[src/rtl/status_register_unit_pkg.sv]
// Shared definitions for the status register unit: EXE command encodings,
// status word bit positions and the default datapath width.
package status_register_unit_pkg;

  localparam int SRU_WIDTH_DEFAULT = 32;

  // Bit positions inside the {z,c,n,v} status word
  localparam int FLAG_Z = 3;
  localparam int FLAG_C = 2;
  localparam int FLAG_N = 1;
  localparam int FLAG_V = 0;

  typedef enum logic [3:0] {
    CMD_MOV = 4'b0001,
    CMD_MVN = 4'b1001,
    CMD_ADD = 4'b0010,
    CMD_ADC = 4'b0011,
    CMD_SUB = 4'b0100,
    CMD_SBC = 4'b0101,
    CMD_AND = 4'b0110,
    CMD_ORR = 4'b0111,
    CMD_EOR = 4'b1000
  } exe_cmd_e;

  // Assemble a status word from its individual flags
  function automatic logic [3:0] pack_flags(input logic z, input logic c,
                                            input logic n, input logic v);
    logic [3:0] word;
    word         = 4'b0000;
    word[FLAG_Z] = z;
    word[FLAG_C] = c;
    word[FLAG_N] = n;
    word[FLAG_V] = v;
    return word;
  endfunction

endpackage

[src/rtl/status_register_unit_flag_gen.sv]
// Combinational NZCV generation for one EXE-stage command.
// Arithmetic commands derive C and V from the WIDTH+1-bit sum; logic and
// move commands pass C and V through from the youngest older status word.
module status_flag_gen
  import status_register_unit_pkg::*;
#(
  parameter int WIDTH = SRU_WIDTH_DEFAULT
) (
  input  logic [3:0]       cmd_i,
  input  logic [WIDTH-1:0] op1_i,
  input  logic [WIDTH-1:0] op2_i,
  input  logic             cin_i,
  input  logic             keep_c_i,
  input  logic             keep_v_i,
  output logic [3:0]       flags_o,
  output logic             defined_o
);

  logic [WIDTH:0]   sum_s;
  logic [WIDTH-1:0] res_s;
  logic             c_s;
  logic             v_s;
  logic             n_s;
  logic             z_s;

  // Result, carry and overflow per command; subtraction is op1 + ~op2 + carry-in
  always_comb begin
    sum_s     = {(WIDTH+1){1'b0}};
    res_s     = {WIDTH{1'b0}};
    c_s       = keep_c_i;
    v_s       = keep_v_i;
    defined_o = 1'b1;
    case (cmd_i)
      CMD_ADD: begin
        sum_s = {1'b0, op1_i} + {1'b0, op2_i};
        res_s = sum_s[WIDTH-1:0];
        c_s   = sum_s[WIDTH];
        v_s   = (op1_i[WIDTH-1] == op2_i[WIDTH-1]) && (res_s[WIDTH-1] != op1_i[WIDTH-1]);
      end
      CMD_ADC: begin
        sum_s = {1'b0, op1_i} + {1'b0, op2_i} + {{WIDTH{1'b0}}, cin_i};
        res_s = sum_s[WIDTH-1:0];
        c_s   = sum_s[WIDTH];
        v_s   = (op1_i[WIDTH-1] == op2_i[WIDTH-1]) && (res_s[WIDTH-1] != op1_i[WIDTH-1]);
      end
      CMD_SUB: begin
        sum_s = {1'b0, op1_i} + {1'b0, ~op2_i} + {{WIDTH{1'b0}}, 1'b1};
        res_s = sum_s[WIDTH-1:0];
        c_s   = sum_s[WIDTH];
        v_s   = (op1_i[WIDTH-1] != op2_i[WIDTH-1]) && (res_s[WIDTH-1] != op1_i[WIDTH-1]);
      end
      CMD_SBC: begin
        sum_s = {1'b0, op1_i} + {1'b0, ~op2_i} + {{WIDTH{1'b0}}, cin_i};
        res_s = sum_s[WIDTH-1:0];
        c_s   = sum_s[WIDTH];
        v_s   = (op1_i[WIDTH-1] != op2_i[WIDTH-1]) && (res_s[WIDTH-1] != op1_i[WIDTH-1]);
      end
      CMD_MOV: res_s = op2_i;
      CMD_MVN: res_s = ~op2_i;
      CMD_AND: res_s = op1_i & op2_i;
      CMD_ORR: res_s = op1_i | op2_i;
      CMD_EOR: res_s = op1_i ^ op2_i;
      default: begin
        res_s     = {WIDTH{1'b0}};
        defined_o = 1'b0;
      end
    endcase
  end

  // N and Z are common to every command
  always_comb begin
    n_s     = res_s[WIDTH-1];
    z_s     = (res_s == {WIDTH{1'b0}});
    flags_o = pack_flags(z_s, c_s, n_s, v_s);
  end

endmodule

[src/rtl/status_register_unit.sv]
// Status register unit: generates NZCV for the EXE-stage instruction,
// stages it in a one-entry pending register, commits it to the architectural
// status register on the following edge, and forwards the youngest status.
module status_register_unit
  import status_register_unit_pkg::*;
#(
  parameter int WIDTH = SRU_WIDTH_DEFAULT
) (
  input  logic             clk,
  input  logic             rst,
  input  logic             freeze,
  input  logic             flush,
  input  logic             exe_valid,
  input  logic             exe_s,
  input  logic [3:0]       exe_cmd,
  input  logic [WIDTH-1:0] exe_op1,
  input  logic [WIDTH-1:0] exe_op2,
  output logic             alu_cin,
  output logic [3:0]       sr,
  output logic [3:0]       sr_fwd,
  output logic             flags_busy
);

  logic [3:0] sr_q;
  logic [3:0] sr_d;
  logic       pend_valid_q;
  logic       pend_valid_d;
  logic [3:0] pend_flags_q;
  logic [3:0] pend_flags_d;

  logic [3:0] older_flags_s;
  logic [3:0] exe_flags_s;
  logic       exe_defined_s;
  logic       wr_s;

  // Youngest status excluding the EXE instruction itself; feeds carry-in and
  // the C/V pass-through so the EXE flags never depend on themselves
  always_comb begin
    if (pend_valid_q) begin
      older_flags_s = pend_flags_q;
    end else begin
      older_flags_s = sr_q;
    end
  end

  status_flag_gen #(
    .WIDTH(WIDTH)
  ) u_flag_gen (
    .cmd_i     (exe_cmd),
    .op1_i     (exe_op1),
    .op2_i     (exe_op2),
    .cin_i     (older_flags_s[FLAG_C]),
    .keep_c_i  (older_flags_s[FLAG_C]),
    .keep_v_i  (older_flags_s[FLAG_V]),
    .flags_o   (exe_flags_s),
    .defined_o (exe_defined_s)
  );

  // A flag write needs a real, S-bit, unflushed, defined instruction; it is
  // masked during reset so the forwarded word reads as cleared immediately
  always_comb begin
    wr_s = exe_valid & exe_s & ~flush & exe_defined_s & ~rst;
  end

  // Forwarding mux: EXE flags beat the pending entry, which beats sr
  always_comb begin
    if (wr_s) begin
      sr_fwd = exe_flags_s;
    end else begin
      sr_fwd = older_flags_s;
    end
  end

  // Next state: the pending entry commits to sr while a new write reloads it;
  // freeze holds everything and ignores the write on that edge
  always_comb begin
    sr_d         = sr_q;
    pend_valid_d = pend_valid_q;
    pend_flags_d = pend_flags_q;
    if (freeze) begin
      sr_d         = sr_q;
      pend_valid_d = pend_valid_q;
      pend_flags_d = pend_flags_q;
    end else begin
      if (pend_valid_q) begin
        sr_d = pend_flags_q;
      end else begin
        sr_d = sr_q;
      end
      pend_valid_d = wr_s;
      if (wr_s) begin
        pend_flags_d = exe_flags_s;
      end else begin
        pend_flags_d = pend_flags_q;
      end
    end
  end

  // State registers with asynchronous reset
  always_ff @(posedge clk or posedge rst) begin
    if (rst) begin
      sr_q         <= 4'b0000;
      pend_valid_q <= 1'b0;
      pend_flags_q <= 4'b0000;
    end else begin
      sr_q         <= sr_d;
      pend_valid_q <= pend_valid_d;
      pend_flags_q <= pend_flags_d;
    end
  end

  assign sr         = sr_q;
  assign flags_busy = pend_valid_q;
  assign alu_cin    = older_flags_s[FLAG_C];

endmodule
[config.mk]
export PLATFORM = sky130hd
export DESIGN_NAME = status_register_unit
export DESIGN_NICKNAME = d
export VERILOG_FILES = /design/src/rtl/status_register_unit_pkg.sv /design/src/rtl/status_register_unit_flag_gen.sv /design/src/rtl/status_register_unit.sv
export SDC_FILE = /design/constraint.sdc
export NUM_CORES = 1
export LEC_CHECK = 0
export BUFFER_PORTS_ARGS = -buffer_cell sky130_fd_sc_hd__clkbuf_2
export CORE_ASPECT_RATIO = 0.75
export CORE_MARGIN = 4
export CORE_UTILIZATION = 52
export CTS_CLUSTER_SIZE = 40
export DETAILED_ROUTE_END_ITERATION = 10
export PLACE_DENSITY = 0.81
export SYNTH_ARGS = -nofsm -noshare
export SYNTH_HDL_FRONTEND = slang
export SYNTH_SLANG_ARGS = --single-unit
[constraint.sdc]
create_clock -name clk -period 5.4 [get_ports clk]
set_input_delay 0.81 -clock clk [delete_from_list [all_inputs] [get_ports clk]]
set_output_delay 0.81 -clock clk [all_outputs]
set_load 0.02 [all_outputs]
==> metrics.md, run 1 <==
| Metric | Value |
|---|---|
| EDFF count, synth | 0 |
| Total GRT Usage | 70.0% |
| Post-synth top area cell | ha_1 |
| Dpl hpwl | roughly 38000 um |
| PortBufs | just over 80 |
| Netlist Area Pre-Place | roughly 9000 um^2 |
| #FFs+latches synth | 9 |
| CTS HTree Levels | 1 |
| Ys Warns | 0 |
| Post-Synthesis Cells | 1344 |
| CTS sink count | 9 |
| Commonest cells in the netlist | ha_1 (111), inv_1 (101), nor2_1 (99) |
| Failed at | 5_1_grt |
| Final Wtd Congestion | ~1.2 |
| Sequential fraction of the synthesis area | 2.45% |
| Syn_nets | 1531 |
| FP Rows | 41 |
| Async SR Flop Fraction | 100% |
| Synth Area per Inst | 6.83 um^2 |
| Yosys cell types | around 100 |
| CTS root buf | clkbuf_16 |
| Die height | roughly 120 um |
| Initial Util | about 54% |
| Largest net degree at the start of global routing | 15 |
| Top cell type's share of synthesized area | between 10% and 20% |
| Number of I/O pins | 84 |
| Die W | 161 um |
| Cell with the most instances after synthesis | ha_1 |
| Worst endpoint type | output port |
| Log Error | [ERROR GRT-0232] Routing congestion too high. Check the congestion heatmap in the GUI. |
| Synth area leaders | ha_1 (15%), xnor2_1 (4.7%), nand4_1 (4.4%), a21oi_1 (4.2%), inv_1 (4.1%) |
| Max clock buf depth | 2 |
| Cells after DPL | 2052 |
| Congestion Overflow GR | 11 |
| Total CTS buffers | 3 |
| Worst setup endpoint GRT | sr_fwd[3] |
| Ys flop type | dfrtp_1 |
| Status | stopped before the end |
| Placed cell area | around 13000 um^2 |
==> stage by stage <==
stage | setup WS, ns | utilization, %
after CTS | -0.164 | 80.5
after detailed placement | -0.506 | 76.2
after global placement | -0.342 | 76.2
after floorplan | 0.0273 | -
==> logic make-up after synthesis <==
kind of cell | count (synthesis) | synth area share, %
and+or+nand+nor | 583 | 35.6
AOI/OAI and AO/OA | 390 | 30.5
buffers and inverters | 165 | 7.27
adders and majority gates | 113 | 15.6
xor gates and xnor gates | 64 | 6.34
muxes | 20 | 2.32
DFF | 9 | 2.45
==> repair_timing <==
action	CTS
setup buffers	9
endpoints found under the setup margin	4
hold buffers	0
gates resized for setup	122
pin swaps	37
==> layer usage <==
metal  overflow  track usage [%]
met1          0             66.8
met3          0             61.5
met2          6             83.7
met4          5             69.2
met5          0             46.0
==> run 2, diff against run 1 <==
--- a/config.mk
+++ b/config.mk
@@ -6,12 +6,10 @@
 export NUM_CORES = 1
 export LEC_CHECK = 0
 export BUFFER_PORTS_ARGS = -buffer_cell sky130_fd_sc_hd__clkbuf_2
-export CORE_ASPECT_RATIO = 0.75
 export CORE_MARGIN = 4
-export CORE_UTILIZATION = 52
-export CTS_CLUSTER_SIZE = 40
+export CORE_UTILIZATION = 37
 export DETAILED_ROUTE_END_ITERATION = 10
-export PLACE_DENSITY = 0.81
+export PLACE_DENSITY_LB_ADDON = 0.15
 export SYNTH_ARGS = -nofsm -noshare
 export SYNTH_HDL_FRONTEND = slang
 export SYNTH_SLANG_ARGS = --single-unit
==> metrics.md, run 2 <==
| Metric | Value |
|---|---|
| Status | complete, but fails checks (was stopped before the end) |
| Failing checks | negative setup slack |
| Worst path slowest cell | fa_2 |
| N_diodes | 0 |
| Layout Area Growth over Synthesis | 70.7% |
| Number of DRC markers in iteration 0 | 1332 |
| Post-synth top area cell | ha_1 (unchanged) |
| Multiplexer share of the synthesized area | 2.32% (unchanged) |
| Vias in the first global route | approximately 13000 |
| Synth Area in Simple Gates | 35.6% (unchanged) |
| Post-Synthesis Cells | 1344 (unchanged) |
| Ys flop type | dfrtp_1 (unchanged) |
| Final WS setup | -0.210 ns |
| Total CTS buffers | 3 (unchanged) |
| Cell with the most instances after synthesis | ha_1 (unchanged) |
| Setup WS pre-CTS | -0.657 ns (was -0.506 ns) |
| Compound-Gate Fraction of Synth Area | 30.5% (unchanged) |
| Most used cell, CP | buf_4 |
| Post-Synth Adder-Cell Area | 15.6% (unchanged) |
| TritonCTS clock tree | built |
| CTS Hold Bufs | 0 (unchanged) |
| Routed Antenna Nets | 0 |
| Fin nets | between 2000 and 2500 |
| #FFs+latches synth | 9 (unchanged) |
| Post-route cell area | ~16000 um^2 |
| Fmax | around 0.18 GHz |
| Hold Fails Final Rpt | 0 |
| Final worst path period share | 104% |
| Largest net degree at the start of global routing | 16 |
| Congestion Overflow GR | 0 |
| Total GRT Usage | between 30% and 40% |
| Commonest cells in the netlist | ha_1 (111), inv_1 (101), nor2_1 (99) (unchanged) |
| Wirelength per Cell | ~22 um |
| Critical path's largest stage delay | 0.40 ns |
| Netlist Area Pre-Place | 9180 um^2 (unchanged) |
| Hold Path Class | flip-flop to flip-flop |
| Die height | 165 um (was 123 um) |
| Rel. slew slack | 45.9% |
| Setup_tns | -0.428 ns |
| CP Data Required Time | around 4.6 ns |
| Setup Skew | 0.00125 ns |
| Synth Area per Inst | 6.83 um^2 (unchanged) |
| Post-layout minimum cycle time | ~5.6 ns |
| R2R Setup Slk | roughly 1.4 ns |
| CTS HTree Levels | 1 (unchanged) |
| CTS sink count | 9 (unchanged) |
| Crit. End Element | output pin |
| Dpl hpwl | 41500 um (was 38100 um) |
| Initial Util | 37.6% (was 53.7%) |
| Placed cell area | 13800 um^2 (was 13000 um^2) |
| Min-delay src | pend_flags_q[1] |
| Yosys cell types | 98 (unchanged) |
| First-pass GRT wire length | 73000 um |
| R2r startpoint | flags_busy |
| Synth Area in XOR/XNOR | 6.34% (unchanged) |
| Final Wtd Congestion | 1.00 (was 1.19) |
| FP Rows | 57 (was 41) |
| Pleak | 0.00704 uW |
| Power Density | 147 nW/um^2 |
| Async SR Flop Fraction | 100% (unchanged) |
| Placeable Area | ~24000 um^2 |
| Reg-to-Reg End | pend_flags_q[3] |
| PortBufs | 83 (unchanged) |
| Fraction of layout cells with a size suffix above 1 | a little under half |
| Max IR drop VDD | 231 uV |
| Syn_nets | 1531 (unchanged) |
| Max clock buf depth | 2 (unchanged) |
| RSZ-0062 raised after global routing | yes |
| Slew @ Worst Pin | between 0.8 and 0.9 ns |
| WS Path Type | input port to output pin |
| Pins Over Slew Limit | 0 |
| Combinational family with the most area after synthesis | simple AND/OR/NAND/NOR gates (unchanged) |
| Top cell type's share of synthesized area | 15.1% (unchanged) |
| Initial antenna violation count | 1 |
| Hold EP | pend_flags_q[1] |
| Synth area leaders | ha_1 (15%), xnor2_1 (4.7%), nand4_1 (4.4%), a21oi_1 (4.2%), inv_1 (4.1%) (unchanged) |
| CTS root buf | clkbuf_16 (unchanged) |
| Worst setup SP type | input port |
| Crit path DAT | roughly 4.8 ns |
| Final core utilization | 64.2% |
| Clk pin slew, worst setup/hold paths | roughly 0.040 ns |
| Fin Hold WS | 0.505 ns |
| Final setup viols | 3 |
| Clock Latency Late Sink | between 0.2 and 0.25 ns |
| Vias per cell | ~6 |
| Crit Path Max Fanout | 9 |
| MaxCap Viol Count | 0 |
| Die area | approximately 27000 um^2 |
| Final wirelength | between 40000 and 50000 um |
| Die W | 165 um (was 161 um) |
| Reg2reg path depth | 18 |
| Sequential fraction of the synthesis area | 2.45% (unchanged) |
| Commonest non-fill, non-tap cells in the layout | buf_4 (584), nor2_1 (91), inv_1 (91) |
| Commonest non-fill, non-tap cell in the layout | buf_4 |
| Hold depth | 2 |
| Detailed-route DRC error count | 0 |
| Ys Warns | 0 (unchanged) |
| EDFF count, synth | 0 (unchanged) |
| Number of I/O pins | 84 (unchanged) |
| Worst-path cell chain | buf_8, buf_4, ha_4, fa_2, a211oi_2, buf_4, o31ai_4, buf_4, a31oi_1, xnor2_1, a31o_2, nand4_1, o21ai_0, nand4_1, a2111oi_4, a31o_2, o211a_1, nand4_1, o21ai_1, buf_4 |
| First-pass detailed-route iteration total | 5 |
| Total vias in the final route | 13543 |
run 2: cell counts after synthesis:
No cell type changed its count.
run 2: how the worst max path moves through the flow:
stage,from,end,slack (ns),depth (start not counted)
3_3_place_gp,exe_op2[0],sr_fwd[3],-0.64,20
6_report,exe_op2[0],sr_fwd[3],-0.21,20
5_1_grt,exe_op2[1],sr_fwd[3],-0.40,20
3_5_place_dp,exe_op2[0],sr_fwd[3],-0.66,20
2_1_floorplan,exe_op1[2],sr_fwd[3],0.03,17
4_1_cts,exe_op2[2],sr_fwd[3],-0.25,18
run 2: report_power, final:
group          internal [uW]  switching [uW]
Clock                   98.7            31.6
Sequential              74.2            4.39
Combinational            979            1110
run 2: what timing repair did:
action	in CTS	in global routing
endpoints found under the setup margin	4	4
pin swaps	58	59
resized for setup	141	136
setup buffers	33	22
run 2: logic make-up (layout without fill, tap and decap cells):
kind of cell / count (synthesis) / after routing
and+or+nand+nor: 583 / 583
buffers and inverters: 165 / 783
DFF: 9 / 9
xor gates and xnor gates: 64 / 64
adders and majority gates: 113 / 113
AOI/OAI and AO/OA: 390 / 390
muxes: 20 / 20
run 2: metrics by stage:
| step | std cells | power, uW |
|---|---|---|
| 2_1_floorplan | 1344 | 951 |
| 6_report | 2286 | 2300 |
| 3_5_place_dp | 2227 | 1850 |
| 4_1_cts | 2264 | 2130 |
| 5_1_grt | 2286 | 2430 |
| 3_3_place_gp | 2227 | 1840 |
run 2: area by class of cell:
| cell class | count | area [um^2] |
|---|---|---|
| clock buffers | 4 | 78.8 |
| flip-flops and latches | 9 | 225 |
| well taps | 324 | 405 |
| fillers | 2254 | 8730 |
| inverters | 101 | 394 |
| repair buffers | 678 | 5020 |
| multi-input cells | 1170 | 9540 |
run 2: layer usage:
layer / up-vias / track usage, % / routed length, um
met1: 6364 / 45.9 / 20800
met3: 145 / 2.53 / 3180
met5: - / 0 / 16
li1: 6384 / - / -
met2: 648 / 56.6 / 22300
met4: 2 / 15.9 / 3050
run 2: critical path, delay by kind of cell:
kind	cells	cell delay (ns)
XOR/XNOR	1	0.15
AO/OA/AOI/OAI	9	1.95
adder cells (fa/ha/maj)	2	0.58
AND/OR/NAND/NOR	3	0.57
buffers and inverters	5	0.75
(Power assumes the default switching activity.)
